`src/rtl/rotate_square_scan.sv`:
```
// rotate_square_scan: drives a multi-digit common-anode seven-segment display
// with a square glyph that walks a closed loop (upper squares left to right,
// lower squares right to left), in either rotate or bounce mode.
module rotate_square_scan #(
   parameter int DIGITS       = 4,
   parameter int STEP_BITS    = 26,
   parameter int REFRESH_BITS = 18
) (
   input  logic                          clk,
   input  logic                          rst,
   input  logic                          en,
   input  logic                          up,
   input  logic                          mode,
   output logic [DIGITS-1:0]             an,
   output logic [6:0]                    sseg,
   output logic [$clog2(2*DIGITS)-1:0]   pos,
   output logic                          tick
);

   localparam int NPOS = 2 * DIGITS;
   localparam int PW   = $clog2(NPOS);
   localparam int SW   = $clog2(DIGITS);

   localparam logic [PW-1:0] POS_LAST  = PW'(NPOS - 1);
   localparam logic [PW-1:0] POS_PENUL = PW'(NPOS - 2);
   localparam logic [PW-1:0] POS_SPLIT = PW'(DIGITS);
   localparam logic [SW-1:0] SCAN_LAST = SW'(DIGITS - 1);

   localparam logic [6:0] GLYPH_UPPER = 7'b0011100;
   localparam logic [6:0] GLYPH_LOWER = 7'b0100011;
   localparam logic [6:0] GLYPH_BLANK = 7'b1111111;

   logic [STEP_BITS-1:0]    presc_q, presc_d;
   logic [REFRESH_BITS-1:0] refc_q, refc_d;
   logic [SW-1:0]           scan_q, scan_d;
   logic [PW-1:0]           pos_q, pos_d;
   logic                    dir_q, dir_d;
   logic [DIGITS-1:0]       an_q, an_d;
   logic [6:0]              sseg_q, sseg_d;
   logic                    tick_w;

   // Loop neighbours with wrap-around at the loop ends.
   function automatic logic [PW-1:0] pos_fwd(input logic [PW-1:0] p);
      return (p == POS_LAST) ? '0 : p + 1'b1;
   endfunction

   function automatic logic [PW-1:0] pos_rev(input logic [PW-1:0] p);
      return (p == '0) ? POS_LAST : p - 1'b1;
   endfunction

   // Digit that carries the square: upper half counts from the left,
   // lower half counts from the right.
   function automatic logic [PW-1:0] sq_digit(input logic [PW-1:0] p);
      if (p < POS_SPLIT) return (POS_SPLIT - 1'b1) - p;
      return p - POS_SPLIT;
   endfunction

   function automatic logic [6:0] glyph(input logic [PW-1:0] p);
      return (p < POS_SPLIT) ? GLYPH_UPPER : GLYPH_LOWER;
   endfunction

   // Reset suppresses the step strobe even if the prescaler is all-ones.
   assign tick_w = rst & en & (&presc_q);

   // Next-state logic for prescaler, scanner, position/direction and display.
   always_comb begin
      presc_d = presc_q;
      refc_d  = refc_q + 1'b1;
      scan_d  = scan_q;
      pos_d   = pos_q;
      dir_d   = dir_q;
      an_d    = ~(DIGITS'(1) << scan_q);
      sseg_d  = GLYPH_BLANK;

      if (en) presc_d = presc_q + 1'b1;

      if (&refc_q) scan_d = (scan_q == SCAN_LAST) ? '0 : scan_q + 1'b1;

      if (!mode) begin
         // Rotate: direction follows up continuously; only its value at the
         // tick edge (through dir_q) steers the step.
         dir_d = up;
         if (tick_w) pos_d = dir_q ? pos_fwd(pos_q) : pos_rev(pos_q);
      end else if (tick_w) begin
         // Bounce: turn around at the loop ends without repeating them.
         if (pos_q == POS_LAST && dir_q) begin
            dir_d = 1'b0;
            pos_d = POS_PENUL;
         end else if (pos_q == '0 && !dir_q) begin
            dir_d = 1'b1;
            pos_d = PW'(1);
         end else begin
            pos_d = dir_q ? pos_q + 1'b1 : pos_q - 1'b1;
         end
      end

      if (PW'(scan_q) == sq_digit(pos_q)) sseg_d = glyph(pos_q);
   end

   // State and output registers with synchronous active-low reset.
   always_ff @(posedge clk) begin
      if (!rst) begin
         presc_q <= '0;
         refc_q  <= '0;
         scan_q  <= '0;
         pos_q   <= '0;
         dir_q   <= 1'b1;
         an_q    <= '1;
         sseg_q  <= GLYPH_BLANK;
      end else begin
         presc_q <= presc_d;
         refc_q  <= refc_d;
         scan_q  <= scan_d;
         pos_q   <= pos_d;
         dir_q   <= dir_d;
         an_q    <= an_d;
         sseg_q  <= sseg_d;
      end
   end

   assign an   = an_q;
   assign sseg = sseg_q;
   assign pos  = pos_q;
   assign tick = tick_w;

endmodule

```
`config.mk`:
```
export PLATFORM = sky130hd
export DESIGN_NAME = rotate_square_scan
export DESIGN_NICKNAME = d
export VERILOG_FILES = /design/src/rtl/rotate_square_scan.sv
export SDC_FILE = /design/constraint.sdc
export NUM_CORES = 1
export LEC_CHECK = 0
export CORE_MARGIN = 2
export CORE_UTILIZATION = 65
export CTS_BUF_LIST = sky130_fd_sc_hd__clkbuf_4
export DETAILED_ROUTE_END_ITERATION = 12
export HOLD_SLACK_MARGIN = 0.08
export PLACE_DENSITY_LB_ADDON = 0.1
export SYNTH_ARGS = -nofsm -noshare
export SYNTH_HDL_FRONTEND = slang
export SYNTH_SLANG_ARGS = --single-unit
```
`constraint.sdc`:
```
create_clock -name clk -period 4.66 [get_ports clk]
set_input_delay 0.932 -clock clk [delete_from_list [all_inputs] [get_ports clk]]
set_output_delay 0.932 -clock clk [all_outputs]
set_load 0.02 [all_outputs]
```
Word-level counts from Yosys, hierarchy flattened
Index checks and enable logic that the tools add are counted.
{"block": "totals", "register_bits": 61, "output_inout_bits": 15, "input_bits": 5}
{"block": "classes", "n_eq_ne": 5, "magnitude_cmp": 1, "reduce_logical": 8, "n_mux": 18, "bitwise_logic": 3, "add_sub_neg": 7, "shift": 1}
{"op": "3-bit 2-to-1 mux", "count": 11}
{"op": "26-bit by 1-bit adder with 26-bit output, second input constant", "count": 1}
{"op": "26-bit AND reduction", "count": 1}
{"op": "18-bit by 1-bit adder with 18-bit output, second input constant", "count": 1}
{"op": "18-bit AND reduction", "count": 1}
{"op": "6-bit 2-to-1 mux", "count": 1}
{"op": "1-bit 2-to-1 mux", "count": 5}
{"op": "4-bit NOT", "count": 1}
{"op": "2-bit AND reduction", "count": 2}
{"op": "1-bit by 2-bit << shifter with 4-bit output, first input constant", "count": 1}
{"op": "3-bit by 1-bit adder with 3-bit output, second input constant", "count": 1}
{"op": "2-bit by 3-bit equality test with 1-bit output", "count": 1}
{"op": "3-bit equality test, second input constant", "count": 1}
{"op": "3-bit logical NOT", "count": 1}
{"op": "3-bit less-than comparator, second input constant", "count": 1}
{"op": "3-bit by 1-bit inequality test with 1-bit output, second input constant", "count": 1}
{"op": "2-bit by 3-bit subtractor with 3-bit output, first input constant", "count": 1}
{"op": "3-bit by 1-bit subtractor with 3-bit output, second input constant", "count": 1}
{"op": "3-bit subtractor, second input constant", "count": 1}
{"op": "2-bit by 1-bit adder with 2-bit output, second input constant", "count": 1}
{"op": "1-bit AND", "count": 2}
{"op": "2-bit equality test, second input constant", "count": 1}
{"op": "1-bit logical AND", "count": 2}
{"op": "2-bit 2-to-1 mux", "count": 1}
{"op": "other kinds (2)", "count": 2}

Longest topological paths before layout
{"block": "depth", "ltp_word": 6, "mapped_depth": 7, "ltp_nobuf": 7}

Worst setup path before layout
No wires, ideal clock.
{"block": "synth_timing", "kind": "in2out", "start": "in en", "end": "out tick", "t_required_ns": 3.728, "path_buffers": 0, "t_arrival_ns": 1.729, "cell_stages": 3, "slack_ns": 1.999, "cell_sequence": "nand4_1 > nor2_1 > and4_2"}
{"block": "synth_between", "elab_chain_cells": 2}
{"element": "start, declared", "line_no": "11", "rtl": "input logic en,"}
{"element": "1-bit AND (2 in a row)", "line_no": "63", "rtl": "assign tick_w = rst & en & (&presc_q);"}
{"element": "end, declared", "line_no": "17", "rtl": "output logic tick"}
No other way between the ends.

Worst setup path after layout
Ends and elaborated chain as after synthesis.

==> impl_metrics.py <==
metrics = {
    "clock_network": {
        "cts-root-buf": "clkbuf_4",
        "cts_tree": "done",
        "postCtsResizedCells": 0,
        "cts_buffers": 9,
        "insertion_delay_ns": 0.40,
        "h-tree-depth": 3,
        "cts.sinks": 57,
        "post-cts-setup-buffers": 0,
        "path_clk_slew_ns": 0.08,
        "cts_buffer_depth": 2,
        "cts_hold_buffers": 0,
    },
    "finish": {
        "area_delta_synth_final_pct": 12.8,
        "antennaDiodeCount": 0,
        "fin_cells": 360,
        "fillCellCount": 321,
        "final_net_count": 320,
        "layout-drive-gt1-share_pct": 8.71,
    },
    "synthesis": {
        "ys_types": 34,
        "synth_mux_area_share_pct": 1.59,
        "seq_area_frac_synth_pct": 42.7,
        "synth_area_leader_cell": "dfxtp_1",
        "synth-edff-count": 0,
        "synthCells": 284,
        "yosys.cell_count.top_type": "dfxtp_1",
        "yosys_warnings": 0,
        "syn_area_mm2": 0.00267,
        "async_flop_share_pct": 0,
        "synth-simple-area-share_pct": 30.2,
        "yosysTopAreaCellShare_pct": 42.7,
        "syn_area_per_cell_um2": 9.40,
        "synth-compound-area-share_pct": 4.08,
        "ys.flop_type": "dfxtp_1",
        "mappedNetlistNets": 299,
        "synth.top_cells.by_count": "57 x dfxtp_1, 37 x and2_1, 32 x xnor2_1",
        "synth_xor_area_share_pct": 13.4,
        "synth_fa_ha_area_share_pct": 4.69,
        "ys_top_cells_by_area": "dfxtp_1 43%, xnor2_1 10%, and2_1 8.7%",
        "synth_top_family_by_area": "simple AND/OR/NAND/NOR gates",
        "ys_seq_elements": 57,
    },
    "grt": {
        "first_global_vias": 1709,
        "track_usage_pct": 21.6,
        "grt_pass1_wl_mm": 7.33,
        "gr-total-overflow": 0,
        "antenna_found_initial": 0,
        "grt_max_degree": 59,
    },
    "sta": {
        "maxSlewHeadroom_pct": 58.7,
        "rsz0062_at_grt": "no",
        "tns_ns": 0,
        "fmax_mhz": 254,
        "hold_viol": 0,
        "setup-violations-final": 0,
        "maxSlewViolCount": 0,
        "max_slew.worst_pin.slew_ns": 0.613,
        "fin_worst_skew_ns": 0.0147,
        "period_share_pct": 84.4,
        "finalCriticalPeriod_ns": 3.93,
    },
    "floorplan": {
        "initial_core_util_pct": 67.2,
        "coreArea_mm2": 0.00397,
        "placementRows": 23,
        "die-width_um": 68.1,
        "die_h_um": 68.1,
        "dieArea_mm2": 0.00464,
        "ios": 20,
    },
    "critical_path": {
        "arrival_ns": 3.00,
        "critPathKind": "in2out",
        "worstPathRequired_ns": 3.73,
        "startpoint_type": "input pin",
        "worstSetupEndpointType": "primary output",
        "worstPathMaxFanout": 8,
    },
    "place": {
        "globalplace.congestion": 0.733,
        "io_buffers": 19,
        "hpwl_mm": 3.00,
        "placed_cells": 344,
    },
    "routing": {
        "via_per_inst": 5.28,
        "routed_wl_mm": 4.45,
        "drtAntennaViolNets": 0,
        "first_iter_violations": 118,
        "post_drt_wl_per_cell_um": 12.4,
        "vias": 1901,
        "firstDrtPassIters": 7,
        "drc": 0,
    },
    "power": {
        "leakagePower_nw": 1.20,
        "vdd_ir_drop_max_uv": 248,
        "pwr_density_cell_mw_per_mm2": 288,
        "power.total_w": 0.000867,
    },
    "job": {
        "drv_cap": 0,
    },
    "worst_hold_path": {
        "hp-class": "reg2reg",
    },
    "outcome": {
        "status": "finished clean",
    },
}
## state kept, by name (all words and copies together) (netlist names)
signal / count
an: 4
scan_q: 2
dir_q: 1
pos: 3
refc_q: 18
sseg: 3
presc_q: 26
## path summary, 6_finish.rpt
path	start	cells past startpoint	slack, ns	to
hold / removal	refc_q[0]	1	0.50	refc_q[0]
setup reg to reg	presc_q[0]	6	2.66	dir_q
hold reg to reg	refc_q[0]	1	0.50	refc_q[0]
setup / recovery	en	5	0.73	tick
## per-layer routing
| layer | GRT usage [%] | up-vias | wire [µm] |
|---|---|---|---|
| met5 | 0 | - | 0 |
| li1 | - | 998 | - |
| met3 | 7.89 | 6 | 185 |
| met2 | 36.5 | 34 | 2150 |
| met1 | 24.9 | 863 | 2070 |
| met4 | 8.25 | 0 | 52 |
## power breakdown
group          switching (W)  internal [W]
Sequential        0.00000555      0.000492
Clock               0.000179      0.000166
Combinational      0.0000131     0.0000120
## kinds of logic (layout without fill, tap and decap cells)
logic type,Yosys count,after routing
adders and majority gates,10,10
xor gates and xnor gates,41,41
buffers and inverters,19,45
DFF,57,57
AOI/OAI and AO/OA,18,18
and+or+nand+nor,135,135
muxes,4,4
## worst max-delay path, cell delays in order
cell             delay (ns)
clkdlybuf4s50_1        0.57
nand4_1                0.30
nor2_1                 0.32
and4_2                 0.28
clkdlybuf4s50_1        0.60
## through the flow
step	util (%)	hold slack [ns]	instance area [µm²]	setup WS (ns)
floorplan	-	0.448	2670	2.00
global placement	72.5	0.472	2880	0.772
detailed placement	72.5	0.482	2880	0.704
CTS	75.8	0.507	3010	0.709
global route	75.8	0.538	3010	0.600
finish	75.8	0.504	3010	0.729
## area by class of cell
class / count / area, µm² / area share [%]
Multi-Input combinational cell: 208 / 1440 / 47.9
Sequential cell: 57 / 1140 / 37.9
Timing Repair Buffer: 20 / 198 / 6.56
Clock buffer: 10 / 75.1 / 2.49
Tap cell: 50 / 62.6 / 2.08
Clock inverter: 6 / 58.8 / 1.95
Inverter: 9 / 33.8 / 1.12
## cells in the final DEF, fill, tap and decap left out, types with 3 or more instances in the layout
| cell type | synthesis | final |
|---|---|---|
| and2_1 | 37 | 37 |
| and3_1 | 5 | 5 |
| nand2_1 | 25 | 25 |
| nor2_1 | 8 | 8 |
| and4_1 | 4 | 4 |
| inv_1 | 9 | 9 |
| nor2b_1 | 7 | 7 |
| dfxtp_1 | 57 | 57 |
| nand3_1 | 21 | 21 |
| a21oi_1 | 3 | 3 |
| xor2_1 | 9 | 9 |
| o21ai_0 | 9 | 9 |
| a21boi_0 | 3 | 3 |
| ha_1 | 10 | 10 |
| xnor2_1 | 32 | 32 |
| nand4_1 | 11 | 11 |
| nor4_1 | 3 | 3 |
| clkbuf_4 | 0 | 10 |
| clkdlybuf4s50_1 | 0 | 19 |
(Power assumes the default switching activity.)
==> edit, RTL diff (same settings) <==
Change the parameter `STEP_BITS` from 26 to 13.
--- a/src/rtl/rotate_square_scan.sv
+++ b/src/rtl/rotate_square_scan.sv
@@ -3,7 +3,7 @@
 // lower squares right to left), in either rotate or bounce mode.
 module rotate_square_scan #(
    parameter int DIGITS       = 4,
-   parameter int STEP_BITS    = 26,
+   parameter int STEP_BITS    = 13,
    parameter int REFRESH_BITS = 18
 ) (
    input  logic                          clk,
Function: no difference found for any inputs over 10 cycles, from zero or initial values and one cycle with rst low; that may be too few to reach the edited logic, so the function may still have changed.
==> edit against the original RTL <==
Power shrank 31%; wire length decreased by 17%; sequential share of layout area decreased by 1.0 points; first-iteration DRC count decreased by 48%; area after synthesis fell by 20%; sequential cell count shrank 13; maximum frequency is 0.81% lower; via count down 17%; clock power decreased by 46%; setup slack worse by 32 ps; cell area is 21% lower; combinational power about the same; largest power group unchanged.
==> edit: results (changes against the original RTL) <==
[run]
max_cap_viol_count = 0  ; unchanged

[yosys]
yosysWarnings = 0  ; unchanged
syn-num-nets = 244  ; was 299
async_flop_share_pct = 0  ; unchanged
synth_flop_cell = dfxtp_1  ; unchanged
yosysUniqueCellTypes = 37  ; was 34
synth_area_leaders = dfxtp_1 (41%), and2_1 (6.1%), ha_1 (5.8%)  ; was dfxtp_1 (43%), xnor2_1 (10%), and2_1 (8.7%)
synth_top_area_share_pct = 41.2  ; was 42.7%
ys_top_cells_by_count = dfxtp_1 (44), nand2_1 (26), and2_1 (21), xnor2_1 (13)  ; was dfxtp_1 (57), and2_1 (37), xnor2_1 (32), nand2_1 (25), nand3_1 (21)
ys_seq_area_share_pct = 41.2  ; was 42.7%

[routing]
dr.pass1.iters = 4  ; was 7
drc = 0  ; unchanged
wl_per_cell_um = 12.7  ; was 12.4 um
drt_iter0_markers = 61  ; was 118
via_per_inst = 5.46  ; was 5.28

[clock_tree]
numCtsBuffers = 5  ; was 9
cts_root_buf = clkbuf_4  ; unchanged
htreeDepth = 2  ; was 3
cts_setup_buffers = 0  ; unchanged
postCtsResizedCells = 0  ; unchanged
path_clk_slew_ps = 110  ; was 80 ps
cts_buffer_depth = 2  ; unchanged
clk_latency_ps = 360  ; was 400 ps

[min_path]
hold_class = flip-flop to flip-flop  ; unchanged

[status]
outcome = finished, final reports clean  ; unchanged

[power]
intPower_w = 0.000463  ; was 0.000670 W
irDropWorstVdd_v = 0.000211  ; was 0.000248 V
p_leak_nw = 0.989  ; was 1.20 nW

[critical_path]
slowest_stage = clkdlybuf4s50_1  ; unchanged
cp_max_fo = 7  ; was 8
reg2reg_slack_ps = 2960  ; was 2660 ps
critPathMaxStageDelay_ps = 630  ; was 600 ps
worstPathArrival_ps = 3030  ; was 3000 ps

[layout]
largest_register_ffs = 18  ; was 26
fin_nets = 260  ; was 320
num_antenna_cells = 0  ; unchanged
top_register = refc_q  ; was presc_q
drive_gt1_share_pct = 6.50  ; was 8.71%

[global_route]
grt_pass1_vias = 1513  ; was 1709
antenna_found_initial = 0  ; unchanged
grt_max_degree = 52  ; was 59
grt_usage_pct = 22.4  ; was 21.6%
grt_pass1_wl_um = 6130  ; was 7330 um

[place]
portBuffers = 19  ; unchanged
gp_congestion = 0.824  ; was 0.733
dp_hpwl_um = 2710  ; was 3000 um

[timing]
tightest_slew_ps = 501  ; was 613 ps
skew_ps = 5.05  ; was 14.7 ps
holdWs_ps = 478  ; was 504 ps

edit: cell count changes after synthesis, sizes merged, moves of 5 or more:
cell,change
nand4,-5
and4,-5
xnor2,-19
dfxtp,-13
and2,-16
nand3,-12
nor2,-5
nor3,+6
mux2i,+6
edit: through the flow:
stage | cell area [um^2] | setup slack (ps) | cells | power (W)
after floorplan | 2140 | 1870 | 229 | 0.000410
after detailed placement | 2330 | 695 | 282 | 0.000421
after global placement | 2330 | 801 | 282 | 0.000418
final | 2390 | 697 | 290 | 0.000598
after CTS | 2390 | 694 | 290 | 0.000602
after global routing | 2390 | 552 | 290 | 0.000619
edit: layout make-up:
cell class / count / area (um^2)
inverter: 10 / 37.5
tap: 44 / 55.1
multi-input combinational: 164 / 1160
clock buffer: 7 / 52.6
fill: 227 / 712
timing repair buffer: 20 / 198
clock inverter: 1 / 3.75
sequential: 44 / 881
edit: worst max-delay path, delay by kind of cell:
kind / cells / cell delay [ps]
buf+inv: 2 / 1230
simple gates: 3 / 870
edit: layer usage:
metal	global-route usage [%]	vias up	routed length (um)
li1	-	811	-
met3	6.30	15	155
met2	38.4	32	1810
met5	0	-	0
met1	24.4	724	1600
met4	13.4	0	131
edit: path summary, 6_finish.rpt:
path	startpoint	cells past startpoint	end
min	refc_q[15]	2	refc_q[15]
min reg2reg	refc_q[15]	2	refc_q[15]
max	en	5	tick
max reg2reg	presc_q[1]	5	dir_q
edit: power groups by stage:
stage	clock [W]	sequential (W)	combinational (W)
after floorplan	0	0.000395	0.0000159
final	0.000185	0.000387	0.0000251
after global placement	0	0.000395	0.0000234
after CTS	0.000189	0.000387	0.0000259
after detailed placement	0	0.000396	0.0000257
after global routing	0.000203	0.000388	0.0000284
edit: logic make-up (layout without fill, tap and decap cells):
group                      Yosys count  after routing  synth area share [%]
DFF                                 44             44                  41.2
AOI/OAI and AO/OA                   18             18                  5.56
adders and majority gates           10             10                  5.85
and+or+nand+nor                    105            105                  29.8
xor gates and xnor gates            23             23                  9.42
buffers and inverters               21             38                  4.44
muxes                                8              8                  3.74
